$ cat config.mk
export PLATFORM = sky130hd
export DESIGN_NAME = cvxif_mac_copro_flat
export DESIGN_NICKNAME = d
export VERILOG_FILES = /design/src/rtl/cvxif_mac_pkg.sv /design/src/rtl/cvxif_mac_if.sv /design/src/rtl/cvxif_mac_datapath.sv /design/src/rtl/cvxif_mac_copro.sv /design/src/flat_wrapper.sv
export SDC_FILE = /design/constraint.sdc
export NUM_CORES = 2
export LEC_CHECK = 0
export BUFFER_PORTS_ARGS = -buffer_cell sky130_fd_sc_hd__buf_2
export CAP_MARGIN = 20
export CELL_PAD_IN_SITES_DETAIL_PLACEMENT = 0
export CELL_PAD_IN_SITES_GLOBAL_PLACEMENT = 1
export CORE_ASPECT_RATIO = 1.1
export CORE_UTILIZATION = 56
export DETAILED_ROUTE_END_ITERATION = 8
export PLACE_DENSITY = 0.93
export SYNTH_ARGS = -nofsm -noshare
export SYNTH_HDL_FRONTEND = slang
export SYNTH_HIERARCHICAL = 1
export SYNTH_SLANG_ARGS = --single-unit
$ cat constraint.sdc
create_clock -name clk_i -period 14.4 [get_ports clk_i]
set_input_delay 1.44 -clock clk_i [delete_from_list [all_inputs] [get_ports clk_i]]
set_output_delay 1.44 -clock clk_i [all_outputs]
set_load 0.02 [all_outputs]
$ cat src/rtl/cvxif_mac_pkg.sv
// rtl/cvxif_mac_pkg.sv - shared types for the CV-X-IF multiply-accumulate coprocessor
package cvxif_mac_pkg;

  localparam logic [6:0] MAC_OPCODE = 7'h0B;

  typedef enum logic [2:0] {
    OP_MAC = 3'b000,
    OP_RDL = 3'b001,
    OP_RDH = 3'b010,
    OP_CLR = 3'b011
  } mac_op_e;

  // Control half of a buffer entry; id and operands live in parallel arrays
  // so this type stays independent of XLEN/ID_W.
  typedef struct packed {
    logic       committed;
    logic       killed;
    logic [4:0] rd;
    mac_op_e    op;
    logic [1:0] acc;
  } mac_entry_t;

  typedef enum logic [1:0] {
    S_IDLE,
    S_MUL,
    S_ACC,
    S_RESP
  } mac_state_e;

  function automatic logic is_read(input mac_op_e op);
    return (op == OP_RDL) || (op == OP_RDH);
  endfunction

endpackage

$ cat src/rtl/cvxif_mac_if.sv
// rtl/cvxif_mac_if.sv - issue/commit/result channels between core (master) and coprocessor (slave)
interface cvxif_mac_if #(
  parameter int XLEN = 32,
  parameter int ID_W = 3
);

  logic            issue_valid;
  logic            issue_ready;
  logic [31:0]     issue_instr;
  logic [ID_W-1:0] issue_id;
  logic [XLEN-1:0] issue_rs1;
  logic [XLEN-1:0] issue_rs2;
  logic            issue_accept;
  logic            issue_writeback;

  logic            commit_valid;
  logic [ID_W-1:0] commit_id;
  logic            commit_kill;

  logic            result_valid;
  logic            result_ready;
  logic [ID_W-1:0] result_id;
  logic [XLEN-1:0] result_data;
  logic [4:0]      result_rd;
  logic            result_we;

  modport master (
    output issue_valid, issue_instr, issue_id, issue_rs1, issue_rs2,
    output commit_valid, commit_id, commit_kill, result_ready,
    input  issue_ready, issue_accept, issue_writeback,
    input  result_valid, result_id, result_data, result_rd, result_we
  );

  modport slave (
    input  issue_valid, issue_instr, issue_id, issue_rs1, issue_rs2,
    input  commit_valid, commit_id, commit_kill, result_ready,
    output issue_ready, issue_accept, issue_writeback,
    output result_valid, result_id, result_data, result_rd, result_we
  );

endinterface

$ cat src/rtl/cvxif_mac_datapath.sv
// rtl/cvxif_mac_datapath.sv - product register and accumulator file
// CVXIF_MAC_SAT_EN defined: MAC saturates on signed overflow; undefined: MAC wraps.
module cvxif_mac_datapath
  import cvxif_mac_pkg::*;
#(
  parameter int XLEN   = 32,
  parameter int NR_ACC = 4
) (
  input  logic            clk_i,
  input  logic            rst_ni,
  input  logic            mul_en,
  input  logic            acc_en,
  input  mac_op_e         op,
  input  logic [1:0]      acc_sel,
  input  logic [XLEN-1:0] rs1,
  input  logic [XLEN-1:0] rs2,
  output logic [XLEN-1:0] rd_data
);

  localparam int AW    = 2 * XLEN;
  localparam int ACC_W = (NR_ACC > 1) ? $clog2(NR_ACC) : 1;

  logic [ACC_W-1:0] sel;
  logic [AW-1:0]    rs1_ext, rs2_ext;
  logic [AW-1:0]    prod_q;
  logic [AW-1:0]    acc_q [NR_ACC];
  logic [AW-1:0]    acc_cur, sum, mac_val;

  assign sel     = ACC_W'(acc_sel) & ACC_W'(NR_ACC - 1);
  // Low 2*XLEN bits of the product of sign-extended operands equal the signed product.
  assign rs1_ext = {{XLEN{rs1[XLEN-1]}}, rs1};
  assign rs2_ext = {{XLEN{rs2[XLEN-1]}}, rs2};
  assign acc_cur = acc_q[sel];
  assign sum     = acc_cur + prod_q;

`ifdef CVXIF_MAC_SAT_EN
  logic ovf;
  assign ovf     = (acc_cur[AW-1] == prod_q[AW-1]) && (sum[AW-1] != acc_cur[AW-1]);
  assign mac_val = ovf ? {acc_cur[AW-1], {(AW-1){~acc_cur[AW-1]}}} : sum;
`else
  assign mac_val = sum;
`endif

  always_ff @(posedge clk_i or negedge rst_ni) begin
    if (!rst_ni) begin
      prod_q <= '0;
      for (int i = 0; i < NR_ACC; i++) acc_q[i] <= '0;
    end else begin
      if (mul_en) prod_q <= rs1_ext * rs2_ext;
      if (acc_en) begin
        case (op)
          OP_MAC:  acc_q[sel] <= mac_val;
          OP_CLR:  acc_q[sel] <= '0;
          default: ;
        endcase
      end
    end
  end

  always_comb begin
    rd_data = '0;
    case (op)
      OP_RDL:  rd_data = acc_cur[XLEN-1:0];
      OP_RDH:  rd_data = acc_cur[AW-1:XLEN];
      default: rd_data = '0;
    endcase
  end

endmodule

$ cat src/rtl/cvxif_mac_copro.sv
// rtl/cvxif_mac_copro.sv - CV-X-IF MAC coprocessor: decode, in-flight buffer, commit matching, FSM, result channel
module cvxif_mac_copro
  import cvxif_mac_pkg::*;
#(
  parameter int XLEN   = 32,
  parameter int NR_ACC = 4,
  parameter int DEPTH  = 4,
  parameter int ID_W   = 3
) (
  input  logic       clk_i,
  input  logic       rst_ni,
  cvxif_mac_if.slave cvxif
);

  localparam int PTR_W = $clog2(DEPTH);
  localparam int CNT_W = PTR_W + 1;

  logic [6:0] opcode, funct7;
  logic [2:0] funct3;
  logic       dec_accept;
  logic       unused_instr;

  assign opcode       = cvxif.issue_instr[6:0];
  assign funct3       = cvxif.issue_instr[14:12];
  assign funct7       = cvxif.issue_instr[31:25];
  assign dec_accept   = (opcode == MAC_OPCODE) && (funct7[6:2] == 5'd0) && !funct3[2];
  assign unused_instr = ^cvxif.issue_instr[24:15];

  assign cvxif.issue_accept    = dec_accept;
  assign cvxif.issue_writeback = dec_accept && is_read(mac_op_e'(funct3));

  mac_entry_t      ent_q [DEPTH];
  logic [ID_W-1:0] id_q  [DEPTH];
  logic [XLEN-1:0] rs1_q [DEPTH];
  logic [XLEN-1:0] rs2_q [DEPTH];
  logic [PTR_W-1:0] head_q, tail_q;
  logic [CNT_W-1:0] count_q, count_next;
  logic            ready_q;
  mac_state_e      state_q;
  mac_entry_t      head_ent;
  logic            head_live, push, pop;

  logic            res_valid_q, res_we_q;
  logic [ID_W-1:0] res_id_q;
  logic [XLEN-1:0] res_data_q, dp_rd_data;
  logic [4:0]      res_rd_q;

  assign head_ent   = ent_q[head_q];
  assign head_live  = (count_q != '0);
  assign push       = cvxif.issue_valid && ready_q && dec_accept;
  assign pop        = ((state_q == S_IDLE) && head_live && head_ent.committed && head_ent.killed)
                   || ((state_q == S_RESP) && cvxif.result_ready);
  assign count_next = count_q + CNT_W'(push) - CNT_W'(pop);

  // Commits arrive in order, so only the oldest unresolved entry can match.
  logic             cm_hit, cm_seen;
  logic [PTR_W-1:0] cm_idx, scan_idx;
  always_comb begin
    cm_hit   = 1'b0;
    cm_seen  = 1'b0;
    cm_idx   = '0;
    scan_idx = '0;
    for (int i = 0; i < DEPTH; i++) begin
      scan_idx = head_q + PTR_W'(i);
      if (!cm_seen && (CNT_W'(i) < count_q) && !ent_q[scan_idx].committed) begin
        cm_seen = 1'b1;
        cm_idx  = scan_idx;
        cm_hit  = cvxif.commit_valid && (id_q[scan_idx] == cvxif.commit_id);
      end
    end
  end

  always_ff @(posedge clk_i or negedge rst_ni) begin
    if (!rst_ni) begin
      head_q  <= '0;
      tail_q  <= '0;
      count_q <= '0;
      ready_q <= 1'b1;
      for (int i = 0; i < DEPTH; i++) ent_q[i] <= '0;
    end else begin
      if (push) begin
        ent_q[tail_q] <= '{committed: 1'b0, killed: 1'b0, rd: cvxif.issue_instr[11:7],
                           op: mac_op_e'(funct3), acc: funct7[1:0]};
        tail_q <= tail_q + 1'b1;
      end
      if (cm_hit) begin
        ent_q[cm_idx].committed <= 1'b1;
        ent_q[cm_idx].killed    <= cvxif.commit_kill;
      end
      if (pop) head_q <= head_q + 1'b1;
      count_q <= count_next;
      ready_q <= (count_next != CNT_W'(DEPTH));
    end
  end

  always_ff @(posedge clk_i) begin
    if (push) begin
      id_q[tail_q]  <= cvxif.issue_id;
      rs1_q[tail_q] <= cvxif.issue_rs1;
      rs2_q[tail_q] <= cvxif.issue_rs2;
    end
  end

  always_ff @(posedge clk_i or negedge rst_ni) begin
    if (!rst_ni) begin
      state_q     <= S_IDLE;
      res_valid_q <= 1'b0;
      res_id_q    <= '0;
      res_data_q  <= '0;
      res_rd_q    <= '0;
      res_we_q    <= 1'b0;
    end else begin
      case (state_q)
        S_IDLE: if (head_live && head_ent.committed && !head_ent.killed) state_q <= S_MUL;
        S_MUL:  state_q <= S_ACC;
        S_ACC: begin
          state_q     <= S_RESP;
          res_valid_q <= 1'b1;
          res_id_q    <= id_q[head_q];
          res_data_q  <= dp_rd_data;
          res_rd_q    <= head_ent.rd;
          res_we_q    <= is_read(head_ent.op);
        end
        S_RESP: if (cvxif.result_ready) begin
          res_valid_q <= 1'b0;
          state_q     <= S_IDLE;
        end
        default: state_q <= S_IDLE;
      endcase
    end
  end

  cvxif_mac_datapath #(.XLEN(XLEN), .NR_ACC(NR_ACC)) u_datapath (
    .clk_i   (clk_i),
    .rst_ni  (rst_ni),
    .mul_en  (state_q == S_MUL),
    .acc_en  (state_q == S_ACC),
    .op      (head_ent.op),
    .acc_sel (head_ent.acc),
    .rs1     (rs1_q[head_q]),
    .rs2     (rs2_q[head_q]),
    .rd_data (dp_rd_data)
  );

  assign cvxif.issue_ready  = ready_q;
  assign cvxif.result_valid = res_valid_q;
  assign cvxif.result_id    = res_id_q;
  assign cvxif.result_data  = res_data_q;
  assign cvxif.result_rd    = res_rd_q;
  assign cvxif.result_we    = res_we_q;

  a_commit_match: assert property (@(posedge clk_i) disable iff (!rst_ni)
    cvxif.commit_valid |-> cm_hit);

endmodule

$ cat src/flat_wrapper.sv
// flat-port wrapper written by rule: the top's interface ports become plain ports
module cvxif_mac_copro_flat import cvxif_mac_pkg::*;
#(
  parameter int XLEN   = 32,
  parameter int NR_ACC = 4,
  parameter int DEPTH  = 4,
  parameter int ID_W   = 3
)
  (clk_i, rst_ni, cvxif_issue_valid, cvxif_issue_instr, cvxif_issue_id, cvxif_issue_rs1, cvxif_issue_rs2, cvxif_commit_valid, cvxif_commit_id, cvxif_commit_kill, cvxif_result_ready, cvxif_issue_ready, cvxif_issue_accept, cvxif_issue_writeback, cvxif_result_valid, cvxif_result_id, cvxif_result_data, cvxif_result_rd, cvxif_result_we);
  cvxif_mac_if #(.XLEN(XLEN), .ID_W(ID_W)) cvxif_i ();
  input  logic clk_i;
  input  logic rst_ni;
  input wire logic [$bits(cvxif_i.issue_valid)-1:0] cvxif_issue_valid;
  input wire logic [$bits(cvxif_i.issue_instr)-1:0] cvxif_issue_instr;
  input wire logic [$bits(cvxif_i.issue_id)-1:0] cvxif_issue_id;
  input wire logic [$bits(cvxif_i.issue_rs1)-1:0] cvxif_issue_rs1;
  input wire logic [$bits(cvxif_i.issue_rs2)-1:0] cvxif_issue_rs2;
  input wire logic [$bits(cvxif_i.commit_valid)-1:0] cvxif_commit_valid;
  input wire logic [$bits(cvxif_i.commit_id)-1:0] cvxif_commit_id;
  input wire logic [$bits(cvxif_i.commit_kill)-1:0] cvxif_commit_kill;
  input wire logic [$bits(cvxif_i.result_ready)-1:0] cvxif_result_ready;
  output wire logic [$bits(cvxif_i.issue_ready)-1:0] cvxif_issue_ready;
  output wire logic [$bits(cvxif_i.issue_accept)-1:0] cvxif_issue_accept;
  output wire logic [$bits(cvxif_i.issue_writeback)-1:0] cvxif_issue_writeback;
  output wire logic [$bits(cvxif_i.result_valid)-1:0] cvxif_result_valid;
  output wire logic [$bits(cvxif_i.result_id)-1:0] cvxif_result_id;
  output wire logic [$bits(cvxif_i.result_data)-1:0] cvxif_result_data;
  output wire logic [$bits(cvxif_i.result_rd)-1:0] cvxif_result_rd;
  output wire logic [$bits(cvxif_i.result_we)-1:0] cvxif_result_we;
  assign cvxif_i.issue_valid = cvxif_issue_valid;
  assign cvxif_i.issue_instr = cvxif_issue_instr;
  assign cvxif_i.issue_id = cvxif_issue_id;
  assign cvxif_i.issue_rs1 = cvxif_issue_rs1;
  assign cvxif_i.issue_rs2 = cvxif_issue_rs2;
  assign cvxif_i.commit_valid = cvxif_commit_valid;
  assign cvxif_i.commit_id = cvxif_commit_id;
  assign cvxif_i.commit_kill = cvxif_commit_kill;
  assign cvxif_i.result_ready = cvxif_result_ready;
  assign cvxif_issue_ready = cvxif_i.issue_ready;
  assign cvxif_issue_accept = cvxif_i.issue_accept;
  assign cvxif_issue_writeback = cvxif_i.issue_writeback;
  assign cvxif_result_valid = cvxif_i.result_valid;
  assign cvxif_result_id = cvxif_i.result_id;
  assign cvxif_result_data = cvxif_i.result_data;
  assign cvxif_result_rd = cvxif_i.result_rd;
  assign cvxif_result_we = cvxif_i.result_we;
  cvxif_mac_copro #(.XLEN(XLEN), .NR_ACC(NR_ACC), .DEPTH(DEPTH), .ID_W(ID_W)) u_core (.clk_i(clk_i), .rst_ni(rst_ni), .cvxif(cvxif_i));
endmodule
-- Yosys cells after proc, flatten, opt, wreduce, memory -nomap -nowiden
Memories as Yosys holds them, arrays and structs flattened.
Cells that the tools add are included.
- bits in registers: 420
- RAM bits: 268
- memories kept: 3
- memory list (memory ; depth ; width ; rd ports ; clocked after Yosys merged registers in ; wr ports ; line ; RTL):
    u_core.rs1_q ; 4 ; 32 ; 1 ; 0 ; 1 ; cvxif_mac_copro.sv:34 ; logic [XLEN-1:0] rs1_q [DEPTH];
    u_core.rs2_q ; 4 ; 32 ; 1 ; 0 ; 1 ; cvxif_mac_copro.sv:35 ; logic [XLEN-1:0] rs2_q [DEPTH];
    u_core.id_q ; 4 ; 3 ; 4 ; 0 ; 1 ; cvxif_mac_copro.sv:33 ; logic [ID_W-1:0] id_q [DEPTH];
- add/sub/neg operators: 7
- $mul: 1
- magnitude comparators: 14
- eq/ne operators: 16
- mux-type cells: 49
- bitwise gates (word level): 9
- reduce and logical (&&, ||, !) cells: 46
- operator list (kind ; count):
    256-bit case mux with 2 select lines ; 1
    256-bit bitwise AND ; 1
    256-bit bitwise mux ; 1
    256-bit inverter ; 1
    64-bit two-way mux ; 3
    48-bit bitwise mux ; 3
    64-bit binary-select mux with 2-bit select ; 1
    64-bit demux with 2-bit select ; 1
    12-bit two-way mux ; 10
    12-bit binary-select mux with 2-bit select ; 4
    48-bit two-way mux ; 2
    12-bit demux with 2-bit select ; 3
    64-bit adder ; 1
    32-bit by 32-bit multiplier with 64-bit output ; 1
    32-bit case mux with 2 select lines ; 1
    1-bit logical AND ; 25
    3-bit >= comparator, second input constant ; 7
    2-bit inverter with 3-bit output ; 7
    3-bit equality test ; 4
    2-bit two-way mux ; 6
    11-bit two-way mux ; 1
    1-bit two-way mux ; 10
    3-bit by 2-bit equality test with 1-bit output, second input constant ; 3
    1-bit logical NOT ; 9
    other kinds (22) ; 36

-- Logic depth before layout (Yosys ltp)
- depth in word-level cells: 27
- mapped depth: 35
- gate-level depth less buffers: 28

-- Hierarchy
Netlist, hierarchy kept.
- modules (own cells, without submodules) (module ; times used ; cells each ; area an instance (um^2) ; sequential area each (um^2)):
    cvxif_mac_datapath ; 1 ; 5567 ; 53792.8 ; 8007.7
    cvxif_mac_copro ; 1 ; 696 ; 14523.9 ; 10551.4

-- Worst setup path after synthesis
No wires, ideal clock.
- path type: register to register
- start: register u_core.head_q[0]
- end: register u_core.u_datapath.prod_q[58]
- library setup time: 0.125 ns
- arrival: 9.352 ns
- setup slack: 4.923 ns
- cell stages (with the launch flop): 32
- path buffers: 6
- cells stage by stage: dfrtp_1 -> buf_6 -> buf_6 -> buf_2 -> buf_2 -> buf_2 -> mux4_2 -> clkbuf_1 -> and2_1 -> fa_1 -> inv_1 -> fa_1 -> inv_1 -> fa_1 -> fa_1 -> inv_1 -> fa_1 -> inv_1 -> fa_1 -> fa_1 -> fa_1 -> ha_1 -> inv_1 -> o21bai_1 -> a21o_1 -> a31o_2 -> a31o_2 -> a221o_1 -> a21o_1 -> a41oi_2 -> xnor2_1 -> mux2_2
- longest elaborated chain between the ends: 2
- elaborated cells between the ends (all ways): 3
- ends and longest elaborated chain (item ; line ; RTL):
    start, declared ; cvxif_mac_copro.sv:36 ; logic [PTR_W-1:0] head_q, tail_q;
    start signal, assigned ; cvxif_mac_copro.sv:90 ; if (pop) head_q <= head_q + 1'b1;
    memory read 4 x 32 bit (on tied branches) ; n/a ;
    32-bit by 32-bit multiplier with 64-bit output * ; cvxif_mac_datapath.sv:49 ; if (mul_en) prod_q <= rs1_ext * rs2_ext;
    end signal, assigned ; cvxif_mac_datapath.sv:49 ;
    end, declared ; cvxif_mac_datapath.sv:25 ; logic [AW-1:0] prod_q;
Every way passes the cells marked *; elsewhere a longest branch is shown, timed or not.
A chain may end at the register's enable or synchronous reset.

-- Worst setup path in the final report
- start: register u_core.head_q[0]
- end: register u_core.u_datapath.prod_q[63]
The elaborated chain is that of the path after synthesis.

==> flow_summary.yaml <==
placement:
  place_area_mm2: 0.0701
  portBuffers: 142
  place_congestion: 0.943
  place.detailed.hpwl_um: 124000
global_route:
  global_route.usage.met2: 0.469
  grt_pass1_vias: 50096
  grt_busiest_layer: "met2"
  total_congestion_overflow_after_global_routing: 0
  antenna_found_initial: 9
  groute.layer.met3.usage: 0.0487
  globalRouteTotalUtil: 0.283
  grt_start_max_net_pins: 173
  m1_gr_usage: 0.381
  grt_pass1_wl_um: 273000
yosys:
  synth_adder_area_share: 0.365
  synth-simple-area-share: 0.120
  synth_edf_count: 268
  postSynthRegisterBits: 688
  synth.top_cells.by_area: "sky130_fd_sc_hd__fa_1 32%, sky130_fd_sc_hd__dfrtp_1 15%, sky130_fd_sc_hd__edfxtp_1 12%"
  synthesis.area_per_instance_um2: 10.9
  yosys_warnings: 6
  synthDominantCellAreaShare: 0.318
  dominantRegCellSynth: "sky130_fd_sc_hd__dfrtp_1"
  synthesized_area_fraction_occupied_by_ao_oa_aoi_and_oai_cells: 0.0759
  synth_sequential_area_ratio: 0.272
  post_synth_instance_area_mm2: 0.0683
  synthXorXnorAreaFrac: 0.0173
  yosys-mux-area-fraction: 0.0740
  synth_fp_nets: 7715
  yosysUniqueCellTypes: 95
  asyncSetResetFlopFracSynth: 0.610
  synth_top_area_cell: "sky130_fd_sc_hd__fa_1"
  synthCells: 6263
  synth_top_family_by_area: "adder cells"
timing:
  setup-violations-final: 0
  rsz_0062_raised_after_global_routing: "no"
  holdWs_ns: 0.473
  fmax_mhz: 94.5
  fin_setup_tns_ns: 0
  transition_time_at_the_pin_with_the_least_slew_margin_ns: 1.05
  report.final.slew_viol_count: 0
  final_min_period_over_clock_period: 0.735
  finalClockSkew_ns: 0.0364
  timing.max_slew.rel_slack: 0.298
  timing.final.crit_period_ns: 10.58
  report.final.hold_viol_count: 0
clock_tree:
  total_cts_buffers: 75
  cts_resized: 0
  tritoncts_clock_tree: "built"
  clock_sink_count: 688
  clock_tree.buffer_depth: 3
  cts-root-buf: "sky130_fd_sc_hd__clkbuf_16"
  post-cts-setup-buffers: 0
  clk_latency_ns: 0.68
  cts-hold-fix-buffers: 0
  cts.htree.levels: 3
  cts.reportedPaths.clkPinSlew_ns: 0.06
worst_setup_path:
  cp_data_arrival_time_ns: 11.12
  slowest_stage: "sky130_fd_sc_hd__mux4_2"
  criticalPathCategory: "reg2reg"
  crit_path_max_fanout: 32
  critPathLaunchType: "register"
  timing.critical_path.buf_inv: 6
  family_of_cells_with_the_greatest_summed_delay_on_the_critical_path: "adder cells"
  critPathMaxStageDelay_ns: 0.93
  timing.critical_path.mode_cell: "sky130_fd_sc_hd__fa_1"
  cp_data_required_time_ns: 14.94
  crit_path_end_kind: "register"
drt:
  route.detailed.drc: 0
  drt_first_iter_violations: 3525
  via_count: 46064
  totalWireLength_um: 168000
  first_pass_iters: 5
  route.antenna.remaining_nets: 0
  vias_per_cell: 5.85
  routedWlPerCell_um: 21.3
run:
  max_cap_violations: 0
status:
  status: "finished, final reports clean"
final_layout:
  fillCellCount: 9686
  area_of_the_multi_input_gates_mm2: 0.0446
  layout-drive-gt1-share: 0.103
  finalInstanceArea_mm2: 0.0726
  syn2layout_area_growth_pct: 6.31
  nets: 7626
  sequential_cell_area_mm2: 0.0186
floorplanning:
  dieHeight_um: 368
  fp-row-count: 134
  placeableCoreArea_mm2: 0.121
  floorplan.initialDensity: 0.564
  floorplan.die_area_mm2: 0.123
  chipWidth_um: 335
  ios: 153
worst_hold_path:
  min-delay-path-class: "reg2reg"
Yosys cell counts (all sizes together) (84+ instances only):
| master | count |
|---|---|
| fa | 1084 |
| ha | 260 |
| nand2 | 831 |
| and2 | 527 |
| inv | 1014 |
| o21ai | 169 |
| edfxtp | 268 |
| dfrtp | 419 |
| mux4 | 155 |
| a22o | 89 |
| mux2 | 133 |
| xnor2 | 84 |
| a21oi | 129 |
| nor2 | 105 |
| o31ai | 89 |
| a21o | 86 |
| clkbuf | 309 |
area by class of cell:
class,instances,area share
inverter,1015,0.0525
clock inverter,38,0.00548
antenna,8,0.000276
tap,1632,0.0281
timing repair buffer,181,0.0144
sequential,688,0.256
clock buffer,99,0.0293
multi-input combinational,4213,0.614
cells in the final DEF (no fill, tap or decap), types with 19 or more instances in the layout:
cell type	Yosys	routed
sky130_fd_sc_hd__fa_1	1084	1084
sky130_fd_sc_hd__inv_1	1014	1010
sky130_fd_sc_hd__nand2_1	831	829
sky130_fd_sc_hd__and2_1	527	527
sky130_fd_sc_hd__dfrtp_1	419	417
sky130_fd_sc_hd__edfxtp_1	268	268
sky130_fd_sc_hd__ha_1	260	258
sky130_fd_sc_hd__o21ai_0	164	164
sky130_fd_sc_hd__mux4_2	155	154
sky130_fd_sc_hd__buf_2	16	141
sky130_fd_sc_hd__mux2_2	133	133
sky130_fd_sc_hd__a21oi_1	128	128
sky130_fd_sc_hd__nor2_1	105	104
sky130_fd_sc_hd__o31ai_1	89	89
sky130_fd_sc_hd__a22o_1	88	88
sky130_fd_sc_hd__xnor2_1	84	84
sky130_fd_sc_hd__a21o_1	84	84
sky130_fd_sc_hd__clkbuf_16	0	78
sky130_fd_sc_hd__xor2_1	51	51
sky130_fd_sc_hd__nor2b_1	37	37
sky130_fd_sc_hd__buf_4	2	37
sky130_fd_sc_hd__nand3_1	30	30
sky130_fd_sc_hd__nor3_1	29	29
sky130_fd_sc_hd__and3_1	27	27
sky130_fd_sc_hd__o211ai_1	25	25
sky130_fd_sc_hd__nand4_1	24	24
sky130_fd_sc_hd__o21bai_1	24	24
sky130_fd_sc_hd__o21a_1	23	23
sky130_fd_sc_hd__a31oi_1	20	20
sky130_fd_sc_hd__nand2b_1	20	19
final timing paths:
path	from	endpoint	slack, ns	depth (start not counted)
setup / recovery	u_core/head_q[0]	u_core/u_datapath/prod_q[63]	3.82	27
hold / removal	u_core/u_datapath/acc_q[229]	u_core/u_datapath/acc_q[229]	0.47	2
setup reg to reg	u_core/head_q[0]	u_core/u_datapath/prod_q[63]	3.82	27
hold reg to reg	u_core/u_datapath/acc_q[229]	u_core/u_datapath/acc_q[229]	0.47	2
max in group asynchronous	rst_ni	u_core/u_datapath/acc_q[81]	11.48	4
min in group asynchronous	rst_ni	u_core/u_datapath/acc_q[193]	0.77	1
registers in the layout (all words and copies together) (netlist names), 2 cells and up:
name and count:
u_core/u_datapath/prod_q 64, u_core/tail_q 2, u_core/rs1_q 128, u_core/id_q 12
u_core/cvxif.result_id 3, u_core/rs2_q 128, u_core/u_datapath/acc_q 256, u_core/state_q 2
u_core/head_q 2, u_core/cvxif.result_rd 5, u_core/cvxif.result_data 32, u_core/ent_q 48
u_core/count_q 3
per-layer routing:
| layer | part of all wire | vias to the layer above |
|---|---|---|
| li1 | - | 19928 |
| met1 | 0.40 | 24004 |
| met5 | 0 | - |
| met4 | 0.030 | 0 |
| met3 | 0.074 | 300 |
| met2 | 0.49 | 1832 |
cell families (layout without fill, tap and decap cells):
group / count (synthesis) / after routing
simple gates: 1685 / 1685
buf+inv: 1362 / 1333
fa+ha+maj: 1344 / 1344
compound gates: 754 / 754
flops: 688 / 688
mux: 295 / 295
xor+xnor: 135 / 135
other cells: 0 / 8
metrics by stage:
step / utilization / worst slack, ns / cells
3_3_place_gp: 0.578 / 3.99 / 7728
2_1_floorplan: - / 4.92 / 6263
3_5_place_dp: 0.578 / 3.89 / 7728
6_report: 0.599 / 3.82 / 7874
5_1_grt: 0.599 / 3.29 / 7873
4_1_cts: 0.599 / 3.81 / 7865
worst register-to-register path: cells and delay by family (launching register included):
family,cells,cell delay [ns]
fa+ha+maj,9,4.71
compound gates,10,2.24
buf+inv,6,1.62
mux,1,0.98
flops,1,0.65
simple gates,1,0.27
Power is left out: the tool's default activity adds up to more than one toggle a clock period on the data nets, which glitch-free logic cannot reach.
